### config.mk
export PLATFORM = sky130hd
export DESIGN_NAME = sop_share_arbiter
export DESIGN_NICKNAME = d
export VERILOG_FILES = /design/src/rtl/sop_share_arbiter.sv
export SDC_FILE = /design/constraint.sdc
export NUM_CORES = 1
export LEC_CHECK = 0
export ABC_AREA = 1
export BUFFER_PORTS_ARGS = -buffer_cell sky130_fd_sc_hd__clkbuf_2
export CORE_UTILIZATION = 46
export CTS_CLUSTER_SIZE = 40
export DETAILED_ROUTE_END_ITERATION = 6
export PLACE_DENSITY = 0.82
export SYNTH_ARGS = -nofsm -noshare
export SYNTH_HDL_FRONTEND = slang
export SYNTH_SLANG_ARGS = --single-unit
### constraint.sdc
create_clock -name clock -period 3.5 [get_ports clock]
set_input_delay 0.175 -clock clock [delete_from_list [all_inputs] [get_ports clock]]
set_output_delay 0.175 -clock clock [all_outputs]
set_load 0.005 [all_outputs]
### src/rtl/sop_share_arbiter.sv
// Round-robin sharing of one pipelined SumOfProduct IP (p = a*b + c) between NUM_REQ requesters.
// Define SOP_ARB_FIXED_PRIO_EN for fixed lowest-index-wins priority (rr pointer removed).
module sop_share_arbiter #(
  parameter int NUM_REQ = 2,
  parameter int LATENCY = 3
) (
  input  logic                   clock,
  input  logic                   reset_n,
  input  logic                   ce,
  input  logic [NUM_REQ-1:0]     i_req,
  input  logic [16*NUM_REQ-1:0]  i_a,
  input  logic [16*NUM_REQ-1:0]  i_b,
  input  logic [32*NUM_REQ-1:0]  i_c,
  output logic [NUM_REQ-1:0]     o_grant,
  output logic [NUM_REQ-1:0]     o_valid,
  output logic [31:0]            o_result,
  output logic                   o_busy,
  output logic                   o_ip_nd,
  output logic [15:0]            o_ip_a,
  output logic [15:0]            o_ip_b,
  output logic [31:0]            o_ip_c,
  input  logic [31:0]            i_ip_p
);
  localparam int IW = (NUM_REQ > 1) ? $clog2(NUM_REQ) : 1;
  localparam logic [NUM_REQ-1:0] ONE_HOT0 = NUM_REQ'(1);

  logic [15:0]        a_arr [NUM_REQ];
  logic [15:0]        b_arr [NUM_REQ];
  logic [31:0]        c_arr [NUM_REQ];

  logic [NUM_REQ-1:0] eligible;
  logic               win_found;
  logic [IW-1:0]      win_idx;
  logic [IW-1:0]      cand;
  logic               issue;

  logic [NUM_REQ-1:0] grant_reg;
  logic               nd_reg;
  logic [15:0]        a_reg;
  logic [15:0]        b_reg;
  logic [31:0]        c_reg;
  logic [IW-1:0]      issue_idx_reg;

  logic [LATENCY-1:0] tag_valid_reg;
  logic [IW-1:0]      tag_idx_reg [LATENCY];

  logic [NUM_REQ-1:0] valid_reg;
  logic [31:0]        result_reg;

  genvar gi;
  generate
    for (gi = 0; gi < NUM_REQ; gi++) begin : g_unpack
      assign a_arr[gi] = i_a[16*gi +: 16];
      assign b_arr[gi] = i_b[16*gi +: 16];
      assign c_arr[gi] = i_c[32*gi +: 32];
    end
  endgenerate

  // The requester granted on the previous edge still shows its old operands, so it is masked.
  assign eligible = i_req & ~grant_reg;
  assign issue    = ce & win_found;

`ifndef SOP_ARB_FIXED_PRIO_EN
  logic [IW-1:0] ptr_reg;
  logic [IW-1:0] ptr_next;

  assign ptr_next = (win_idx == IW'(NUM_REQ - 1)) ? '0 : win_idx + IW'(1);

  always_ff @(posedge clock or negedge reset_n) begin
    if (!reset_n) begin
      ptr_reg <= '0;
    end else if (issue) begin
      ptr_reg <= ptr_next;
    end
  end
`endif

  always_comb begin
    win_found = 1'b0;
    win_idx   = '0;
    cand      = '0;
    for (int k = 0; k < NUM_REQ; k++) begin
`ifdef SOP_ARB_FIXED_PRIO_EN
      cand = IW'(k);
`else
      cand = IW'((int'(ptr_reg) + k) % NUM_REQ);
`endif
      if (!win_found && eligible[cand]) begin
        win_found = 1'b1;
        win_idx   = cand;
      end
    end
  end

  always_ff @(posedge clock or negedge reset_n) begin
    if (!reset_n) begin
      grant_reg     <= '0;
      nd_reg        <= 1'b0;
      a_reg         <= '0;
      b_reg         <= '0;
      c_reg         <= '0;
      issue_idx_reg <= '0;
    end else begin
      nd_reg    <= issue;
      grant_reg <= issue ? (ONE_HOT0 << win_idx) : '0;
      if (issue) begin
        a_reg         <= a_arr[win_idx];
        b_reg         <= b_arr[win_idx];
        c_reg         <= c_arr[win_idx];
        issue_idx_reg <= win_idx;
      end
    end
  end

  // Tag pipe mirrors the IP latency; it runs free because the IP itself is not ce-gated.
  always_ff @(posedge clock or negedge reset_n) begin
    if (!reset_n) begin
      tag_valid_reg <= '0;
      for (int k = 0; k < LATENCY; k++) begin
        tag_idx_reg[k] <= '0;
      end
    end else begin
      tag_valid_reg[0] <= nd_reg;
      tag_idx_reg[0]   <= issue_idx_reg;
      for (int k = 1; k < LATENCY; k++) begin
        tag_valid_reg[k] <= tag_valid_reg[k-1];
        tag_idx_reg[k]   <= tag_idx_reg[k-1];
      end
    end
  end

  always_ff @(posedge clock or negedge reset_n) begin
    if (!reset_n) begin
      valid_reg  <= '0;
      result_reg <= '0;
    end else if (tag_valid_reg[LATENCY-1]) begin
      valid_reg  <= ONE_HOT0 << tag_idx_reg[LATENCY-1];
      result_reg <= i_ip_p;
    end else begin
      valid_reg  <= '0;
    end
  end

  assign o_grant  = grant_reg;
  assign o_valid  = valid_reg;
  assign o_result = result_reg;
  assign o_busy   = nd_reg | (|tag_valid_reg);
  assign o_ip_nd  = nd_reg;
  assign o_ip_a   = a_reg;
  assign o_ip_b   = b_reg;
  assign o_ip_c   = c_reg;

endmodule
After elaboration in Yosys (flattened, before gate mapping)
Cells that the tools add are included.
{ "totals": {"mem_count": 0, "mem_bits_rw": 0, "romBits": 0, "in_bits": 165, "latchBits": 0, "ff_bits": 109} }
{ "classes": {"bitwise": 5, "n_div": 0, "mux": 20, "shift": 2, "reduce_logical": 3, "n_addsub": 2, "multipliers": 0, "order_cmp": 3, "eq_ne": 0} }
{ "op_table": {"columns": ["op", "count"], "rows": [
  ["2-to-1 mux 16 bit", 6],
  ["2-to-1 mux 32 bit", 3],
  ["2-to-1 mux 1 bit", 9],
  ["< comparator 1 x 2 -> 1 bit, second input constant", 2],
  ["2-to-1 mux 2 bit", 2],
  ["left shift 1 x 1 -> 2 bit, first input constant", 2],
  ["OR reduction 3 bit", 1],
  ["adder 1 bit, second input constant", 2],
  ["AND 2 bit", 1],
  [">= comparator 2 bit, second input constant", 1],
  ["NOT 1 -> 2 bit", 1],
  ["NOT 2 bit", 1],
  ["AND 1 bit", 1],
  ["logical AND 1 bit", 1],
  ["zero test 1 bit", 1],
  ["OR 1 bit", 1]
]} }

Depth between registers and ports, before layout
{ "logic_depth": {"word_depth": 12, "mapped_depth": 10, "mapped_depth_nobuf": 8} }

Least setup slack after synthesis
Ideal clock, no wire load.
{ "synth_path": {"path_kind": "register to register", "from": "register grant_reg[1], in the netlist o_grant[1]", "to": "register a_reg[6], in the netlist o_ip_a[6]", "path_buffers": 2, "setup_ns": 0.117, "path_slack_ns": 2.273, "arrival_ns": 1.110, "path_stages_with_launch": 9, "cell_sequence": "dfrtp_1 nor2_4 nand2_1 buf_4 buf_4 nand2_1 nand2_1 nand2_1 nand2_1"} }
{ "synth_between": {"elab_chain_cells": 12, "word_cells_on_any_way": 17} }
{ "synth_lines": {"columns": ["item", "line", "text"], "rows": [
  ["start: declaration", "37", "logic [NUM_REQ-1:0] grant_reg;"],
  ["start signal: assignment", "105", "grant_reg <= issue ? (ONE_HOT0 << win_idx) : '0;"],
  ["NOT 2 bit (*)", "60", "assign eligible = i_req & ~grant_reg;"],
  ["AND 2 bit (*)", "60", null],
  ["2-to-1 mux 1 bit (implied by the code) (2 in a row)", "88", "if (!win_found && eligible[cand]) begin"],
  ["2-to-1 mux 1 bit", "88", null],
  ["zero test 1 bit", "88", null],
  ["logical AND 1 bit", "88", null],
  ["2-to-1 mux 1 bit", "88", null],
  ["NOT 1 -> 2 bit (implied by the code)", "107", "a_reg <= a_arr[win_idx];"],
  ["2-to-1 mux 16 bit (implied by the code) (3 in a row)", "107", null],
  ["end signal: assignment", "107", null],
  ["end: declaration", "39", "logic [15:0] a_reg;"]
]} }
Every way passes the cells marked *; elsewhere a longest branch is shown, timed or not. The select of a mux whose other input is x is not followed.
A chain may end at the register's enable or synchronous reset.

Worst setup path in the final report
{ "layout_path": {"from": "register grant_reg[0], in the netlist o_grant[0]", "to": "register c_reg[12], in the netlist o_ip_c[12]"} }
{ "layout_between": {"elab_chain_cells": 12, "word_cells_on_any_way": 17} }
{ "layout_lines": {"columns": ["item", "line", "text"], "rows": [
  ["NOT 2 bit (*)", "60", null],
  ["AND 2 bit (*)", "60", null],
  ["2-to-1 mux 1 bit (implied by the code) (2 in a row)", "88", null],
  ["2-to-1 mux 1 bit", "88", null],
  ["zero test 1 bit", "88", null],
  ["logical AND 1 bit", "88", null],
  ["2-to-1 mux 1 bit", "88", null],
  ["NOT 1 -> 2 bit (implied by the code)", "109", "c_reg <= c_arr[win_idx];"],
  ["2-to-1 mux 32 bit (implied by the code) (3 in a row)", "109", null],
  ["end signal: assignment", "109", null],
  ["end: declaration", "41", "logic [31:0] c_reg;"]
]} }
Marked as above.

==> metrics.md <==
| Metric | Value |
|---|---|
| Status | finished, final reports clean |
| Total Neg Setup Slack | 0 ns |
| Psw | around 1 mW |
| Vias | roughly 5100 |
| GR Util All Layers | 0.251 |
| Total CTS buffers | 9 |
| Post-Route WL | between 10000 and 15000 um |
| Max-cap viol count | 0 |
| Post-synthesis sequential area ratio | 0.550 |
| Residual DRC | 0 |
| Final Cell Area | about 6600 um2 |
| Pint | 2.08 mW |
| Largest net degree at the start of global routing | 71 |
| Worst Hold Class | input pin to register |
| I/O Buffers | roughly 270 |
| Logic gate share of total power | 0.262 |
| Num rows | 37 |
| Vias per cell | ~4.8 |
| FMAX | between 500 and 600 MHz |
| Critical Path AT | around 2.1 ns |
| Placed cell areas | between 6000 and 7000 um2 |
| Syn Nets | 821 |
| Routability Congestion | 0.783 |
| Vias in the first global route | roughly 4700 |
| Clk pwr share | 0.223 |
| Worst vdd ir | roughly 0.00018 V |
| Yosys reg bits | between 100 and 150 |
| Final Hold Fails | 0 |
| Initial antenna violation count | 0 |
| I/O pins | 267 |
| Cell Pwr Density | 471 nW/um2 |
| Setup Skew | 0.00767 ns |
| Die X | ~110 um |
| Grt ovf | 0 |
| Slew HR | 0.337 |
| Tmin final | around 1.8 ns |
| Htree depth | 3 |
| Post-route ant nets | 0 |
| Root buffer cell | clkbuf_8 |
| CTS Buffer Depth | 2 |
| Crit Path Max Fanout | 36 |
| First-pass GRT wire length | 22100 um |
| Leak Pwr | 4.09 nW |
| Die H | between 100 and 150 um |
| Syn Area/Cell | 7.56 um2 |
| Tcrit/Tclk final | 0.526 |
| Clk sink count | around 110 |
| Area leader, netlist | dfrtp_1 |
| RSZ-0062 raised after global routing | false |
| # Post-CTS Setup Buffers | 0 |
| Startpoint Class | register |
| Setup Viol. Count Final | 0 |
| Starting Density | 0.478 |
| Yosys warns | 0 |
| Distinct cells, synth | 15 |
| Share of the synthesized area in the top cell type | 0.550 |
| Fraction of layout cells with a size suffix above 1 | 0.325 |
| Sequential share of power | 0.515 |
| Worst Setup End Kind | register |
| 1st-iter DRT viols | approximately 200 |
| Area Growth Syn to Fin | 32.2% |
| ANT cells | 0 |
| Slew Limit Fails | 0 |
| Worst slew pin tran | slightly below 1 ns |
| Mapped Cells | about 660 |
| Net Sw Frac | 0.326 |
| Crit Path Class | register to register |
| Top cells by area, synth | dfrtp_1 (55%), nand2_1 (32%), nand3_1 (6.6%) |
| Critical path data required time | approximately 3.8 ns |
| Clock-pin slew on the worst setup and hold paths | 0.10 ns |
| CTS tree | yes |
| DP Wirelength | between 9000 and 10000 um |
| CORE AREA | roughly 10000 um2 |
| Wire per inst | around 13 um |
| NumNets Final | 1072 |
| TritonRoute pass-1 iters | 4 |
| Clk_lat worst skew | approximately 0.36 ns |
| Die ar. | approximately 11000 um2 |
| Netlist Area Pre-Place | slightly below 5000 um2 |
cells in the final DEF (no fill, tap or decap), types with 2 or more instances in the layout:
cell type,synthesis,routed
inv_2,2,2
dlygate4sd3_1,0,8
clkbuf_2,0,265
nand3_1,65,64
nand2_1,423,422
dfrtp_1,109,109
nor2_1,5,5
buf_4,5,8
inv_1,6,6
clkinv_2,0,2
clkinvlp_4,0,3
nand2_2,1,2
clkbuf_8,0,9
worst paths after layout:
check,slack (ns),startpoint,end,cells past startpoint
max,1.66,o_grant[0],o_ip_c[12],8
min,0.02,i_ip_p[10],o_result[10],3
max reg2reg,1.66,o_grant[0],o_ip_c[12],8
min reg2reg,0.37,tag_idx_reg[2],tag_idx_reg[1],0
max in group asynchronous,2.28,reset_n,o_grant[0],3
min in group asynchronous,0.37,reset_n,o_result[10],2
per-stage QoR:
step / total power, mW / util / hold WS [ns] / setup slack (ns) / instances
after floorplan: 2.00 / - / -0.121 / 2.27 / 656
after global routing: 3.29 / 0.632 / 0.00568 / 1.45 / 1048
final: 3.09 / 0.632 / 0.0172 / 1.66 / 1048
after CTS: 3.12 / 0.631 / 0.00342 / 1.64 / 1047
after detailed placement: 2.42 / 0.608 / 0.236 / 1.66 / 1024
after global placement: 2.40 / 0.608 / 0.237 / 1.69 / 1024
critical path, stage by stage, from the launching register on:
cell	delay [ns]
dfrtp_1	0.39
inv_1	0.08
nand3_2	0.09
nand2_2	0.43
buf_4	0.48
nand2_1	0.12
nand2_1	0.08
nand2_1	0.05
nand2_1	0.06
power groups by stage:
stage               Sequential [mW]  Combinational (mW)  Clock [mW]
finish                         1.59               0.810       0.688
floorplan                      1.62               0.384           0
detailed placement             1.61               0.812           0
global route                   1.61               0.918       0.757
CTS                            1.59               0.819       0.712
global placement               1.60               0.795           0
final cells by class:
type                       count  area, um2
inverter                       8       30.0
clock buffer                   9        124
multi-input combinational    497       1970
fill                         962       3810
timing repair buffer         282       1490
clock inverter                 7       50.0
sequential                   109       2730
tap                          136        170
Yosys cell counts:
| master | number |
|---|---|
| buf_1 | 1 |
| o21ai_1 | 1 |
| buf_6 | 6 |
| nand3_1 | 65 |
| buf_4 | 5 |
| nand2_2 | 1 |
| inv_1 | 6 |
| buf_2 | 15 |
| o21ai_0 | 1 |
| nor2_4 | 1 |
| nand2_1 | 423 |
| inv_2 | 2 |
| nor2_1 | 5 |
| clkbuf_1 | 15 |
| dfrtp_1 | 109 |
cell families after synthesis:
group / count (synthesis) / share of synthesized area
AO/OA/AOI/OAI: 2 / 0.00202
buffers and inverters: 50 / 0.0545
flip-flops: 109 / 0.550
AND/OR/NAND/NOR: 495 / 0.393
repair_timing:
item | 4_1_cts | 5_1_grt
endpoints found under the hold margin | 55 | 1
gates resized for setup | 0 | 0
hold buffers | 7 | 1
setup endpoints to repair | 0 | 0
metal layers:
metal | wire length, um | global-route usage
met3 | 955 | 0.0482
met4 | 357 | 0.102
met1 | 5850 | 0.315
met2 | 6650 | 0.423
met5 | 0 | 0
No activity file was read; power rests on OpenSTA's default activity.
